**src/rtl/pipe_ctrl.sv**
```systemverilog
// Pipeline sequencer for the IF -> ID -> EX core: stall/flush/redirect control
// for PC, IF/ID and ID/EX, plus a saturating stall-cycle counter.
module pipe_ctrl #(
  parameter int FLUSH_CYCLES = 2,
  parameter int CNT_W        = 16
) (
  input  logic             clk,
  input  logic             rst_n,
  input  logic             id_valid_i,
  input  logic [4:0]       id_rs1_i,
  input  logic [4:0]       id_rs2_i,
  input  logic             ex_is_load_i,
  input  logic             ex_wen_i,
  input  logic [4:0]       ex_rd_i,
  input  logic             ex_busy_i,
  input  logic             jump_req_i,
  input  logic [31:0]      jump_addr_i,
  input  logic             halt_req_i,
  input  logic             resume_i,
  output logic             pc_stall_o,
  output logic             if_id_stall_o,
  output logic             if_id_flush_o,
  output logic             id_ex_flush_o,
  output logic             pc_load_o,
  output logic [31:0]      pc_load_addr_o,
  output logic [1:0]       state_o,
  output logic [CNT_W-1:0] stall_cnt_o
);

  // The flush counter only has to hold FLUSH_CYCLES-1 extra cycles after the jump cycle.
  localparam int FC_W = (FLUSH_CYCLES > 1) ? $clog2(FLUSH_CYCLES) : 1;
  localparam logic [FC_W-1:0] FLUSH_RELOAD = FC_W'(FLUSH_CYCLES - 1);
  localparam logic [FC_W-1:0] FC_ONE       = FC_W'(1);

  typedef enum logic [1:0] {
    ST_RUN   = 2'd0,
    ST_FLUSH = 2'd1,
    ST_BUSY  = 2'd2,
    ST_HALT  = 2'd3
  } state_t;

  state_t           state_reg, state_next;
  logic [FC_W-1:0]  flush_cnt_reg, flush_cnt_next;
  logic [CNT_W-1:0] stall_cnt_reg;

  logic hazard;
  logic take_jump;
  logic hold;
  logic flush_if;

  assign hazard = id_valid_i & ex_is_load_i & ex_wen_i & (ex_rd_i != 5'd0) &
                  ((ex_rd_i == id_rs1_i) | (ex_rd_i == id_rs2_i));

  always_comb begin
    state_next     = state_reg;
    flush_cnt_next = flush_cnt_reg;
    take_jump      = 1'b0;
    hold           = 1'b0;
    flush_if       = 1'b0;

    case (state_reg)
      // BUSY decodes exactly like RUN: a still-busy op keeps it in BUSY,
      // and the release cycle is handled as an ordinary RUN cycle.
      ST_RUN, ST_BUSY: begin
        if (jump_req_i) begin
          take_jump = 1'b1;
        end else if (ex_busy_i) begin
          hold       = 1'b1;
          state_next = ST_BUSY;
        end else if (halt_req_i) begin
          state_next = ST_HALT;
        end else begin
          hold       = hazard;
          state_next = ST_RUN;
        end
      end
      ST_FLUSH: begin
        flush_if = 1'b1;
        if (jump_req_i) begin
          take_jump = 1'b1;
        end else if (flush_cnt_reg <= FC_ONE) begin
          flush_cnt_next = '0;
          state_next     = ST_RUN;
        end else begin
          flush_cnt_next = flush_cnt_reg - FC_ONE;
        end
      end
      ST_HALT: begin
        hold = 1'b1;
        if (resume_i) state_next = ST_RUN;
      end
      default: state_next = ST_RUN;
    endcase

    if (take_jump) begin
      flush_if       = 1'b1;
      flush_cnt_next = FLUSH_RELOAD;
      state_next     = (FLUSH_CYCLES > 1) ? ST_FLUSH : ST_RUN;
    end
  end

  always_ff @(posedge clk or negedge rst_n) begin
    if (!rst_n) begin
      state_reg     <= ST_RUN;
      flush_cnt_reg <= '0;
      stall_cnt_reg <= '0;
    end else begin
      state_reg     <= state_next;
      flush_cnt_reg <= flush_cnt_next;
      if (hold && (stall_cnt_reg != '1)) stall_cnt_reg <= stall_cnt_reg + CNT_W'(1);
    end
  end

  // Combinational outputs are gated so everything reads 0 while reset is held.
  assign pc_stall_o     = rst_n & hold;
  assign if_id_stall_o  = rst_n & hold;
  assign id_ex_flush_o  = rst_n & (hold | take_jump);
  assign if_id_flush_o  = rst_n & flush_if;
  assign pc_load_o      = rst_n & take_jump;
  assign pc_load_addr_o = (rst_n & take_jump) ? jump_addr_i : 32'd0;
  assign state_o        = state_reg;
  assign stall_cnt_o    = stall_cnt_reg;

endmodule

```
**config.mk**
```make
export PLATFORM = sky130hd
export DESIGN_NAME = pipe_ctrl
export DESIGN_NICKNAME = d
export VERILOG_FILES = /design/src/rtl/pipe_ctrl.sv
export SDC_FILE = /design/constraint.sdc
export NUM_CORES = 1
export LEC_CHECK = 0
export CORE_ASPECT_RATIO = 1.2
export CORE_MARGIN = 3
export CORE_UTILIZATION = 32
export CTS_CLUSTER_DIAMETER = 200
export DETAILED_ROUTE_END_ITERATION = 6
export PLACE_DENSITY = 0.78
export SYNTH_ARGS = -nofsm -noshare
export SYNTH_HDL_FRONTEND = slang
export SYNTH_SLANG_ARGS = --single-unit
```
**constraint.sdc**
```tcl
create_clock -name clk -period 2.47 [get_ports clk]
set_input_delay 0.494 -clock clk [delete_from_list [all_inputs] [get_ports clk]]
set_output_delay 0.494 -clock clk [all_outputs]
set_load 0.02 [all_outputs]
```
==> results.txt <==
Switching power: 0.000598 W
Antenna viol nets, final: 0
Total GRT Usage: 0.200
Post-Synthesis Cells: 149
Die ar.: 4930 um2
Die Height: 76.4 um
Flop pwr share: 0.291
Initial antenna violation count: 0
Reg clk slew, reported paths: 60 ps
Vias in the first global route: 1564
Clock Skews: 2.23 ps
Asr flop ratio synth: 1.00
Worst skew pair latency: 250 ps
Worst reg2reg startpoint: stall_cnt_o[0]$_DFFE_PN0P_
Post-DP HPWL: 4010 um
Highest routed layer: met4
Diode count: 0
WP data required: 1980 ps
Reg2reg end: stall_cnt_o[9]$_DFFE_PN0P_
Post-route clock period utilization: 0.995
Largest net degree at the start of global routing: 35
Reg2reg path depth: 8
Final setup vio count: 0
Post-route worst setup slack: 13.6 ps
TritonCTS Buffers: 3
Routed wire length per instance: 14.8 um
Nets: 339
# rows: 24
P_leak: 1.12 nW
Depth of the CTS H-tree: 1
Core area: 3780 um2
Leading cell types by count after synthesis: and2_1, dfrtp_1, xnor2_1
Die width: 64.6 um
Combinational share of power: 0.580
Starting Density: 0.349
WL met3: 562 um
Final Util: 0.684
Max Fanout on Critical Path: 2
FILL cells: 338
Area added between synthesis and finish: 95.9%
Net Sw Frac: 0.386
First-pass GRT wire length: 7750 um
Clock group share of total power: 0.129
Most numerous cell in the Yosys netlist: and2_1
Slew @ Worst Pin: 348 ps
Fraction of layout cells with a size suffix above 1: 0.254
Synth top area share: 0.341
Ports: 111
Synth Register Bits: 18
Detailed Routing Iterations Pass 1: 4
Port buffer count: 110
Hold path endpoint: stall_cnt_o[9]$_DFFE_PN0P_
Max Cap Viol: 0
CTS tree: done
Synth Cell Area: 1320 um2
Clk sinks: 18
Hold Buf Count CTS: 0
Root buf cell: clkbuf_8
Final hold vios: 0
Layout Cells excl Fill: 332
Worst setup SP type: primary input
Total Power: 0.00155 W
Pre-CTS setup slack: -871 ps
Cell taking the most area after synthesis: dfrtp_1
Detailed Route Iter0 Violations: 42
Syn nets: 206
EDFF count, synth: 0
Rel. slew slack: 0.767
Seq/Total Area, Yosys: 0.341
Yosys warning count: 0
DRT met1 WL: 1770 um
VDD IR max: 0.685 mV
Ys flop type: dfrtp_1
Status: finished, final reports clean
Kind of critical path: in2out
Cell area power density: 599 nW/um2
Synthesized area per cell: 8.86 um2
Placer Congestion: 0.805
Routed met2 length: 2490 um
Critical Path AT: 1960 ps
Setup TNS Final: 0 ps
Int Pwr: 0.000950 W
Sequential cell area: 450 um2
RSZ-0062 raised after global routing: true
Vias: 1567
Fin crit period: 2460 ps
Achievable Freq: 0.407 GHz
Slew Viols, Final: 0
Synth area leaders: dfrtp_1, and2_1, xnor2_1, xor2_1, nand2_1
Post-Route WL: 4900 um
Grt ovf: 0
HP Class: reg2reg
Residual DRC count: 0
CTS Buffer Depth: 2
Multi-input gate area: 852 um2
Dpl cells: 323
CP Capture Type: output pin
DR vias/cell: 4.72
Hold path cells: 1
Min-delay src: stall_cnt_o[9]$_DFFE_PN0P_
Unique masters post-synth: 40
Reg2reg setup slack: 470 ps
through the flow:
stage          instance area [um2]  hold WS [ps]
4_1_cts                       2640           501
3_5_place_dp                  2620           491
6_report                      2590           501
5_1_grt                       2590           533
3_3_place_gp                  2620           492
2_1_floorplan                 1320           198
worst max-delay path, cell delays in order:
cell,delay [ps]
buf_2,110
or4_4,550
o211ai_4,210
o21ai_2,80
and2_4,140
buf_4,120
buf_4,130
buf_6,130
worst max-delay path by stage:
stage	end	from	cells past startpoint	slack [ps]
floorplan	id_ex_flush_o	ex_rd_i[1]	5	40
finish	pc_stall_o	ex_rd_i[3]	8	10
CTS	pc_stall_o	ex_rd_i[3]	8	1
detailed placement	id_ex_flush_o	ex_rd_i[1]	7	-870
global route	pc_stall_o	jump_req_i	9	-60
global placement	id_ex_flush_o	ex_rd_i[1]	7	-830
cell usage in the layout (no fill, tap or decap), types with 2 or more instances in the layout:
cell type        instances
clkdlybuf4s50_1         57
and2_1                  32
clkbuf_2                23
buf_4                   23
dfrtp_1                 18
dlygate4sd2_1           14
xnor2_1                 12
nand2_1                 11
xor2_1                   9
nand3_1                  8
clkdlybuf4s15_1          8
nor2_1                   6
nor3_1                   5
buf_2                    4
o22a_1                   3
inv_1                    3
nor3b_1                  3
clkbuf_8                 3
buf_6                    3
mux2i_1                  2
nand4_1                  2
a21oi_1                  2
a211oi_1                 2
buf_12                   2
sequential cells by signal, summed over array words and instances, names as in the netlist:
name         flops
state_o          2
stall_cnt_o     16
power groups by stage:
| stage | logic, W | registers [W] | clock network, W |
|---|---|---|---|
| 5_1_grt | 0.000968 | 0.000460 | 0.000224 |
| 4_1_cts | 0.000890 | 0.000451 | 0.000203 |
| 2_1_floorplan | 0.000326 | 0.000527 | 0 |
| 6_report | 0.000899 | 0.000450 | 0.000200 |
| 3_5_place_dp | 0.000894 | 0.000454 | 0 |
| 3_3_place_gp | 0.000882 | 0.000452 | 0 |
area by class of cell:
type                       instances  area share
inverter                           3     0.00435
tap                               52      0.0252
timing repair buffer             135       0.451
multi-input combinational        121       0.329
clock buffer                       3      0.0160
sequential                        18       0.174
per-layer routing:
| layer | track usage | vias to the layer above |
|---|---|---|
| li1 | - | 771 |
| met1 | 0.199 | 712 |
| met2 | 0.375 | 76 |
| met3 | 0.0767 | 8 |
| met4 | 0.0550 | 0 |
| met5 | 0 | - |
cell families after synthesis:
family	Yosys count	synth area share
AND/OR/NAND/NOR	78	0.337
XOR/XNOR	21	0.139
flip-flops	18	0.341
AO/OA/AOI/OAI	17	0.104
buffers and inverters	10	0.0370
multiplexers	4	0.0322
adder cells (fa/ha/maj)	1	0.00948
timing repair:
action / CTS / global route
setup endpoints to repair: 37 / 36
resized for setup: 87 / 59
setup buffers: 5 / 1
cloned: 0 / 0
hold endpoints to repair: 0 / 0
pin swaps: 14 / 2
Note: power is estimated with default switching activity, not from simulation.
